File: src/rtl/weight_mem_writer_if.sv
// Weight-stream handshake bundle feeding the weight-memory packer.
//   s_valid_i : producer has a weight on s_data_i
//   s_data_i  : one signed weight
//   s_last_i  : final weight of the stream
//   s_ready_o : packer accepts a weight this cycle
// master = weight producer, slave = weight_mem_writer.
interface weight_mem_writer_if #(
  parameter int F_WIDTH = 8
) ();
  logic               s_valid_i;
  logic [F_WIDTH-1:0] s_data_i;
  logic               s_last_i;
  logic               s_ready_o;

  modport master (
    output s_valid_i,
    output s_data_i,
    output s_last_i,
    input  s_ready_o
  );

  modport slave (
    input  s_valid_i,
    input  s_data_i,
    input  s_last_i,
    output s_ready_o
  );
endinterface

File: src/rtl/weight_mem_writer.sv
// Packs a stream of weights into N_ROWS_ARRAY-lane words and writes them to
// the weight memory at consecutive addresses, starting at base_addr_i.
//
// state | meaning
// IDLE  | waiting for start_i, stream not ready
// PACK  | accepting weights into the pack buffer, one lane per transfer
// WRITE | one-cycle memory write of the registered word
// DONE  | one-cycle completion pulse, overflow detection at the word limit
//
// Ports:
//   clk_i, rd_weight_rst       : clock, async active-high reset
//   start_i                    : start pulse (IDLE only)
//   base_addr_i, max_words_i   : first address / word limit (0 = none)
//   s_stream                   : weight stream (slave side)
//   mem2_data_o                : packed word, lane 0 at the LSBs
//   wr_addrs_mem2_o            : write address
//   wr_mem2_ld_o               : one-cycle write enable
//   busy_o, done_o             : status
//   words_written_o            : words written since the last start
//   overflow_o                 : sticky, weights offered after the limit
module weight_mem_writer #(
  parameter int N_ROWS_ARRAY = 16,
  parameter int F_WIDTH      = 8,
  parameter int ADDR_WIDTH   = 16
) (
  input  logic                            clk_i,
  input  logic                            rd_weight_rst,
  input  logic                            start_i,
  input  logic [ADDR_WIDTH-1:0]           base_addr_i,
  input  logic [ADDR_WIDTH-1:0]           max_words_i,
  weight_mem_writer_if.slave              s_stream,
  output logic [N_ROWS_ARRAY*F_WIDTH-1:0] mem2_data_o,
  output logic [ADDR_WIDTH-1:0]           wr_addrs_mem2_o,
  output logic                            wr_mem2_ld_o,
  output logic                            busy_o,
  output logic                            done_o,
  output logic [ADDR_WIDTH-1:0]           words_written_o,
  output logic                            overflow_o
);

  localparam int LW = (N_ROWS_ARRAY > 1) ? $clog2(N_ROWS_ARRAY) : 1;
  localparam logic [LW-1:0] LAST_LANE = LW'(N_ROWS_ARRAY - 1);

  typedef enum logic [1:0] {
    S_IDLE  = 2'd0,
    S_PACK  = 2'd1,
    S_WRITE = 2'd2,
    S_DONE  = 2'd3
  } state_t;

  state_t                            state;
  logic [N_ROWS_ARRAY*F_WIDTH-1:0]   pack_buf;
  logic [N_ROWS_ARRAY*F_WIDTH-1:0]   packed_next;
  logic [LW-1:0]                     lane_cnt;
  logic [ADDR_WIDTH-1:0]             addr;
  logic [ADDR_WIDTH-1:0]             max_words;
  logic [ADDR_WIDTH-1:0]             words_next;
  logic                              last_seen;

  // Ready is a pure decode of the state register, so reset (which forces
  // IDLE asynchronously) drops it immediately.
  assign s_stream.s_ready_o = (state == S_PACK);
  assign words_next = words_written_o + ADDR_WIDTH'(1);

  // The buffer is cleared after every write, so lanes above the current
  // one are already zero; a short final word comes out zero-filled.
  always_comb begin
    packed_next = pack_buf;
    for (int j = 0; j < N_ROWS_ARRAY; j++) begin
      if (lane_cnt == LW'(j)) packed_next[j*F_WIDTH +: F_WIDTH] = s_stream.s_data_i;
    end
  end

  always_ff @(posedge clk_i or posedge rd_weight_rst) begin
    if (rd_weight_rst) begin
      state           <= S_IDLE;
      pack_buf        <= '0;
      lane_cnt        <= '0;
      addr            <= '0;
      max_words       <= '0;
      last_seen       <= 1'b0;
      mem2_data_o     <= '0;
      wr_addrs_mem2_o <= '0;
      wr_mem2_ld_o    <= 1'b0;
      busy_o          <= 1'b0;
      done_o          <= 1'b0;
      words_written_o <= '0;
      overflow_o      <= 1'b0;
    end else begin
      wr_mem2_ld_o <= 1'b0;
      done_o       <= 1'b0;
      case (state)
        S_IDLE: begin
          if (start_i) begin
            state           <= S_PACK;
            busy_o          <= 1'b1;
            pack_buf        <= '0;
            lane_cnt        <= '0;
            addr            <= base_addr_i;
            max_words       <= max_words_i;
            last_seen       <= 1'b0;
            words_written_o <= '0;
            overflow_o      <= 1'b0;
          end
        end
        S_PACK: begin
          if (s_stream.s_valid_i) begin
            pack_buf <= packed_next;
            if (lane_cnt == LAST_LANE || s_stream.s_last_i) begin
              state           <= S_WRITE;
              mem2_data_o     <= packed_next;
              wr_addrs_mem2_o <= addr;
              wr_mem2_ld_o    <= 1'b1;
              last_seen       <= s_stream.s_last_i;
            end else begin
              lane_cnt <= lane_cnt + LW'(1);
            end
          end
        end
        S_WRITE: begin
          addr            <= addr + ADDR_WIDTH'(1);
          words_written_o <= words_next;
          pack_buf        <= '0;
          lane_cnt        <= '0;
          if (last_seen || (max_words != '0 && words_next == max_words)) begin
            state  <= S_DONE;
            busy_o <= 1'b0;
            done_o <= 1'b1;
          end else begin
            state <= S_PACK;
          end
        end
        S_DONE: begin
          // Only the word limit reaches DONE without last_seen.
          if (!last_seen && s_stream.s_valid_i) overflow_o <= 1'b1;
          state <= S_IDLE;
        end
        default: state <= S_IDLE;
      endcase
    end
  end

endmodule
File: src/flat_wrapper.sv
// flat-port wrapper written by rule: the top's interface ports become plain ports
module weight_mem_writer_flat 
#(
  parameter int N_ROWS_ARRAY = 16,
  parameter int F_WIDTH      = 8,
  parameter int ADDR_WIDTH   = 16
)
  (clk_i, rd_weight_rst, start_i, base_addr_i, max_words_i, mem2_data_o, wr_addrs_mem2_o, wr_mem2_ld_o, busy_o, done_o, words_written_o, overflow_o, s_stream_s_valid_i, s_stream_s_data_i, s_stream_s_last_i, s_stream_s_ready_o);
  weight_mem_writer_if #(.F_WIDTH(F_WIDTH)) s_stream_i ();
  input  logic clk_i;
  input  logic rd_weight_rst;
  input  logic start_i;
  input  logic [ADDR_WIDTH-1:0] base_addr_i;
  input  logic [ADDR_WIDTH-1:0] max_words_i;
  output logic [N_ROWS_ARRAY*F_WIDTH-1:0] mem2_data_o;
  output logic [ADDR_WIDTH-1:0] wr_addrs_mem2_o;
  output logic wr_mem2_ld_o;
  output logic busy_o;
  output logic done_o;
  output logic [ADDR_WIDTH-1:0] words_written_o;
  output logic overflow_o;
  input wire logic [$bits(s_stream_i.s_valid_i)-1:0] s_stream_s_valid_i;
  input wire logic [$bits(s_stream_i.s_data_i)-1:0] s_stream_s_data_i;
  input wire logic [$bits(s_stream_i.s_last_i)-1:0] s_stream_s_last_i;
  output wire logic [$bits(s_stream_i.s_ready_o)-1:0] s_stream_s_ready_o;
  assign s_stream_i.s_valid_i = s_stream_s_valid_i;
  assign s_stream_i.s_data_i = s_stream_s_data_i;
  assign s_stream_i.s_last_i = s_stream_s_last_i;
  assign s_stream_s_ready_o = s_stream_i.s_ready_o;
  weight_mem_writer #(.N_ROWS_ARRAY(N_ROWS_ARRAY), .F_WIDTH(F_WIDTH), .ADDR_WIDTH(ADDR_WIDTH)) u_core (.clk_i(clk_i), .rd_weight_rst(rd_weight_rst), .start_i(start_i), .base_addr_i(base_addr_i), .max_words_i(max_words_i), .s_stream(s_stream_i), .mem2_data_o(mem2_data_o), .wr_addrs_mem2_o(wr_addrs_mem2_o), .wr_mem2_ld_o(wr_mem2_ld_o), .busy_o(busy_o), .done_o(done_o), .words_written_o(words_written_o), .overflow_o(overflow_o));
endmodule
File: config.mk
export PLATFORM = sky130hd
export DESIGN_NAME = weight_mem_writer_flat
export DESIGN_NICKNAME = d
export VERILOG_FILES = /design/src/rtl/weight_mem_writer_if.sv /design/src/rtl/weight_mem_writer.sv /design/src/flat_wrapper.sv
export SDC_FILE = /design/constraint.sdc
export NUM_CORES = 1
export LEC_CHECK = 0
export CAP_MARGIN = 15
export CORE_MARGIN = 2
export CORE_UTILIZATION = 25
export CTS_BUF_LIST = sky130_fd_sc_hd__clkbuf_4
export DETAILED_ROUTE_END_ITERATION = 7
export PLACE_DENSITY_LB_ADDON = 0.08
export SLEW_MARGIN = 5
export SYNTH_ARGS = -nofsm -noshare
export SYNTH_HDL_FRONTEND = slang
export SYNTH_SLANG_ARGS = --single-unit
File: constraint.sdc
create_clock -name clk_i -period 12.57 [get_ports clk_i]
set_input_delay 2.514 -clock clk_i [delete_from_list [all_inputs] [get_ports clk_i]]
set_output_delay 2.514 -clock clk_i [all_outputs]
set_load 0.01 [all_outputs]
==> results.md, run 1 <==
* Critical-path top delay cell: dfrtp_1
* Dpl cells at 2238
* Status: completed
* Cts repair resizes at 0
* Switching share of power at 0.352
* Clock power frac at 0.298
* Cell variety after synth at 67
* Largest net degree at the start of global routing at 152
* Via count at 11100
* Number of buffers and inverters on the critical path at 2
* DRC Markers at 0
* Comb power frac at 0.284
* Synth Instances at 1358
* Core Util, Final at 0.319
* Crit-path max cell delay at 920 ps
* DR pass1 iterations at 5
* DRT Wirelength at 46500 µm
* GRT Total Usage at 0.157
* Root Driver: clkbuf_4
* CTS buffer count at 98
* Sequential-to-total area share from yosys stat at 0.571
* Max VDD drop at 0.0668 mV
* Wire per inst at 19.3 µm
* Post-DRT Antenna Nets at 0
* Starting DRT DRC Count at 473
* Yosys warns at 0
* Final Skew at 46.7 ps
* WP data arrival at 2650 ps
* Fraction of layout cells with a size suffix above 1 at 0.120
* Setup TNS at 0 ps
* Vias per cell at 4.62
* RD Place Congestion at 0.773
* Chip width at 245 µm
* Pleak at 8.50 nW
* Internal Pwr Total at 2.21 mW
* Flop pwr share at 0.418
* Register bit total from synthesis at 331
* CTS H-tree lvls at 3
* CTS tree: done
* Vias in the first global route at 11900
* Final hold vios at 0
* Worst setup EP type: output port
* Final setup viols at 0
* Delay-heaviest family, CP: flip-flops
* Syn nets at 1409
* Clock Path Buffers at 3
* Reg-to-Reg Start: u_core.state[1]
* RSZ-0062 raised after global routing: false
* NumNets Final at 1624
* CP Max Fanout at 28
* Ys async rst share at 1.00
* Die Y at 245 µm
* FF-to-FF path depth at 4
* R2R setup slack at 8990 ps
* Core area at 57600 µm²
* Post-Syn Area at 14500 µm²
* Initial Util at 0.252
* EDFF count, synth at 0
* Area Growth Syn to Fin at 26.6%
* Final Cell Area at 18400 µm²
* WS Path Type: reg2out
* Buffers on Ports at 209
* Setup bufs post-CTS at 0
* Hold-critical path depth at 2
* Post-route minimum period at 5160 ps
* WHS Endpoint: u_core.wr_addrs_mem2_o[4]
* Total grt overflow at 0
* Post-synth top flop: dfrtp_1
* CTS sink count at 331
* Die area at 60000 µm²
* Slew Limit Headroom at 0.272
* Net Sw Power at 1.20 mW
* Slew Limit Fails at 0
* Worst slew pin tran at 1090 ps
* Worst Hold Class: reg2reg
* CP Launch Type: flip-flop
* Min-Delay Startpoint: u_core.wr_addrs_mem2_o[4]
* Worst reg2reg endpoint: u_core.mem2_data_o[29]
* Final worst path period share at 0.411
* First-pass GRT wire length at 72200 µm
* Max_cap viols at 0
* HPWL Detailed at 28500 µm
* Initial antenna violation count at 2
* Total power at 3.41 mW
* Stages on worst setup path at 3
* Max Fclk at 194 MHz
* Area after DPL at 17200 µm²
* Number of cell rows at 88
* Cell Count, Final, Fillers Out at 2410
* I/O pin count at 210
* Clk_lat worst skew at 840 ps
* Required time worst endpoint at 10060 ps
* CP cell instances: nand2b_1, inv_1, clkdlybuf4s50_1
* CTS Hold Bufs at 0
* Post-synthesis average cell area at 10.7 µm²
* Reg clk slew, reported paths at 60 ps
* PwrDens at 185 nW/µm²
==> layout make-up <==
cell class	instances	area (µm²)
clock buffer	141	1060
sequential	331	8280
multi-input combinational	901	5730
fill	5965	39200
antenna	5	12.5
inverter	25	101
timing repair buffer	216	2120
clock inverter	26	125
tap	765	957
==> power by group through the flow <==
stage	logic [mW]	clock network [mW]	registers [mW]
after floorplan	0.541	0	1.43
after global placement	0.980	0	1.45
after detailed placement	0.985	0	1.45
after CTS	0.989	1.07	1.43
after global routing	1.08	1.12	1.45
final	0.966	1.02	1.43
==> registers in the layout, summed over array words and instances (netlist names) <==
name and flops:
u_core.max_words 16, u_core.last_seen 1, u_core.state 2, u_core.addr 16, u_core.busy_o 1, u_core.wr_addrs_mem2_o 16, u_core.done_o 1, u_core.words_written_o 16
u_core.overflow_o 1, u_core.pack_buf 128, u_core.wr_mem2_ld_o 1, u_core.mem2_data_o 128, u_core.lane_cnt 4
==> layer usage <==
layer | vias up | GRT usage | share of wire
li1 | 5322 | - | -
met1 | 5488 | 0.213 | 0.47
met2 | 243 | 0.249 | 0.47
met3 | 75 | 0.0343 | 0.039
met4 | 0 | 0.0497 | 0.018
met5 | - | 0 | 0
==> worst min-delay path: stages (launching register included) <==
cell	delay [ps]
dfrtp_1	340
nand2_1	50
nand2_1	50
==> metrics by stage <==
step	worst slack [ps]	hold slack [ps]
global route	7250	508
finish	7410	472
floorplan	888	458
global placement	6820	461
detailed placement	6720	465
CTS	7320	481
==> logic make-up after synthesis <==
group / count (synthesis) / share of synthesized area
xor+xnor: 22 / 0.0143
mux: 127 / 0.0888
flops: 331 / 0.571
buf+inv: 126 / 0.0357
simple gates: 368 / 0.111
compound gates: 378 / 0.174
fa+ha+maj: 6 / 0.00517
==> placed cells by master (no fill, tap or decap), drive strengths merged, types with 6 or more instances in the layout <==
cell           netlist  routed
inv                 24      30
buf                 36      15
nand3               16      16
nand4                8       8
clkbuf              65     141
clkdlybuf4s50        0     201
nor2                50      50
clkinv               1      20
mux2                14      14
nor3                11      11
nand2              241     241
xnor2                6       6
dfrtp              331     331
xor2                15      15
a31oi               19      19
o22ai               10      10
o21ai              164     164
or3                  6       6
ha                   6       6
a22o               129     129
a21oi               24      24
nor4                 7       7
nor2b                9       9
mux2i              113     113
==> Yosys cell counts (8+ instances only) <==
library cell / instances / area share
nand3_1: 15 / 0.0052
o21ai_0: 125 / 0.043
nor3_1: 11 / 0.0038
a22o_1: 129 / 0.078
buf_2: 25 / 0.0086
nor2b_1: 9 / 0.0039
dfrtp_1: 331 / 0.57
o22ai_1: 10 / 0.0043
mux2i_1: 113 / 0.078
mux2_2: 14 / 0.011
a21oi_1: 24 / 0.0083
clkbuf_1: 63 / 0.016
a31oi_1: 19 / 0.0082
buf_1: 8 / 0.0021
nand2_1: 238 / 0.062
inv_1: 23 / 0.0059
xor2_1: 15 / 0.0091
o21ai_1: 39 / 0.013
nor2_1: 50 / 0.013
==> how the worst max path moves through the flow <==
stage,startpoint,to
6_report,u_core.state[1],s_stream_s_ready_o
5_1_grt,u_core.state[1],s_stream_s_ready_o
4_1_cts,u_core.state[1],s_stream_s_ready_o
3_5_place_dp,start_i,u_core.pack_buf[93]
3_3_place_gp,start_i,u_core.pack_buf[78]
2_1_floorplan,rd_weight_rst,u_core.addr[0]
Power figures use the tool's default switching activity.
==> inputs of run 2 (changes only) <==
clock period = 4.25 ns   (was 12.57 ns; I/O delays follow)
==> run 2 against run 1 <==
Effect of this change:
- via count up 0.15%
- die area stayed put
- critical path depth stayed put
- sequential power grew to 2.9 times the previous value
- register-to-register slack got worse by 7600 ps
- power grew to 2.9 times the previous value
- combinational power rose to 3.0 times the previous value
- wire length decreased by 0.60%
- first-iteration DRC count up 19%
==> results.md, run 2 (synthesis gave the netlist of run 1 again) <==
* Commonest non-fill, non-tap cells in the layout: 331 x dfrtp_1, 238 x nand2_1, 201 x clkdlybuf4s50_1, 137 x clkbuf_4, 129 x a22o_1
* Core area at 57600 µm² (unchanged)
* Number of buffers and inverters on the critical path at 2 (unchanged)
* Final Skew at 45.6 ps (-1.11 ps)
* NumNets Final at 1635 (+0.68%)
* Post-DRT Antenna Nets at 0 (unchanged)
* Required time worst endpoint at 3400 ps (-6660 ps)
* Number of cell rows at 88 (unchanged)
* Die Y at 245 µm (unchanged)
* First-pass GRT wire length at 71600 µm (-0.73%)
* Buffers on Ports at 209 (unchanged)
* Max VDD drop at 0.176 mV (+160%)
* Clock Path Buffers at 3 (unchanged)
* CP Max Fanout at 13 (-54%)
* RD Place Congestion at 0.752 (-2.6%)
* Wire length on met3 at 2030 µm (+10%)
* Setup bufs post-CTS at 0 (unchanged)
* Most common cell after layout, fill and taps aside: dfrtp_1
* Root Driver: clkbuf_4
* I/O pin count at 210 (unchanged)
* Initial Util at 0.252 (unchanged)
* DRT Wirelength at 46200 µm (-0.60%)
* Post-route minimum period at 3290 ps
* DR pass1 iterations at 4 (-1)
* WHS at 467 ps (-4.97 ps)
* Clk_lat worst skew at 820 ps (-20 ps)
* Fraction of layout cells with a size suffix above 1 at 0.122 (+0.00174)
* Max_cap viols at 0 (unchanged)
* CTS sink count at 331 (unchanged)
* Worst slew pin tran at 1020 ps (-71.8 ps)
* Wire per inst at 19.3 µm (-0.18%)
* GRT Total Usage at 0.157 (-0.000495)
* Critical-path top delay cell: dfrtp_1
* Final worst path period share at 0.775
* Final setup viols at 0 (unchanged)
* Core Util, Final at 0.320 (+0.000934)
* Final hold vios at 0 (unchanged)
* Slew Limit Fails at 0 (unchanged)
* Die area at 60000 µm² (unchanged)
* Initial antenna violation count at 2 (unchanged)
* PwrDens at 542 nW/µm² (+190%)
* Multi-input logic area at 5730 µm² (unchanged)
* WS Path Type: reg2out
* Worst Hold Class: reg2reg
* Total power at 10.0 mW (+190%)
* Max Fclk at 304 MHz
* Largest net degree at the start of global routing at 132 (-13%)
* Chip width at 245 µm (unchanged)
* Vias in the first global route at 11800 (-0.35%)
* Fill cells at 5879 (-1.4%)
* Slew Limit Headroom at 0.321 (+0.0494)
* CP Launch Type: flip-flop
* Largest registers: u_core.mem2_data_o (128), u_core.pack_buf (128)
* CTS H-tree lvls at 3 (unchanged)
* Vias per cell at 4.64 (+0.57%)
* DRC Markers at 0 (unchanged)
* Status: completed
* Total grt overflow at 0 (unchanged)
* Delay-heaviest family, CP: flip-flops
* DR top layer: met4
* Register Area at 8280 µm² (unchanged)
* WL met2 at 22000 µm (+0.92%)
* Cts repair resizes at 0 (unchanged)
* Reg clk slew, reported paths at 60 ps (about the same)
* HPWL Detailed at 29000 µm (+1.9%)
* CP cell instances: nand2b_1, inv_1, clkdlybuf4s50_1
* CTS tree: done
* RSZ-0062 raised after global routing: false
* Pleak at 8.50 nW (+0.11%)
* Met1 Wirelength at 21200 µm (-3.8%)
* CTS Hold Bufs at 0 (unchanged)
* Area Growth Syn to Fin at 27.0%
* Starting DRT DRC Count at 565 (+19%)
* CTS buffer count at 99 (+1.0%)
* WP data arrival at 2440 ps (-210 ps)
* Via count at 11100 (+0.15%)
* Worst setup EP type: output port
* Crit-path max cell delay at 710 ps (-210 ps)
-- run 2: cell count changes in the layout (fill, tap and decap cells not counted), moves of 4 or more --
cell      previous run  this run
buf_12               1         6
buf_4                6        11
clkbuf_4           141       137
clkinv_1            19        10
inv_2                7         2
-- run 2: per-layer routing --
| layer | up-vias | global-route usage |
|---|---|---|
| li1 | 5328 | - |
| met1 | 5481 | 0.207 |
| met2 | 255 | 0.250 |
| met3 | 81 | 0.0380 |
| met4 | 0 | 0.0536 |
| met5 | - | 0 |
-- run 2: cell type report --
type,count,share of cell area
Clock inverter,13,0.00448
Multi-Input combinational cell,901,0.311
Inverter,25,0.00529
Timing Repair Buffer,226,0.122
Antenna cell,2,0.000271
Clock buffer,137,0.0558
Sequential cell,331,0.449
Tap cell,765,0.0519
-- run 2: worst register-to-register path: cells and delay by family (launching register included) --
kind                       cells  cell delay (ps)
adders and majority gates      1              320
buffers and inverters          1              660
and+or+nand+nor                3             1090
DFF                            1              410
AOI/OAI and AO/OA              1              250
-- run 2: power by group --
group | internal (mW) | switching [mW]
combinational | 1.28 | 1.61
clock | 1.51 | 1.40
sequential | 3.71 | 0.488
total | 6.50 | 3.49
-- run 2: path summary, 6_finish.rpt --
check	to	slack (ps)	from	cells past startpoint
min reg2reg	u_core.wr_addrs_mem2_o[9]	470	u_core.wr_addrs_mem2_o[9]	2
min in group asynchronous	u_core.pack_buf[19]	570	rd_weight_rst	2
max	s_stream_s_ready_o	960	u_core.state[0]	3
max in group asynchronous	u_core.mem2_data_o[74]	2770	rd_weight_rst	3
max reg2reg	u_core.mem2_data_o[41]	1360	u_core.lane_cnt[0]	6
min	u_core.wr_addrs_mem2_o[9]	470	u_core.wr_addrs_mem2_o[9]	2
-- run 2: per-stage QoR --
stage	cells	TNS (ps)	area, µm²	setup WS, ps
6_report	2400	0	18400	958
5_1_grt	2400	0	18400	729
4_1_cts	2398	0	18400	814
3_5_place_dp	2248	0	17300	646
3_3_place_gp	2248	0	17300	716
2_1_floorplan	1358	-337840	14500	-1020
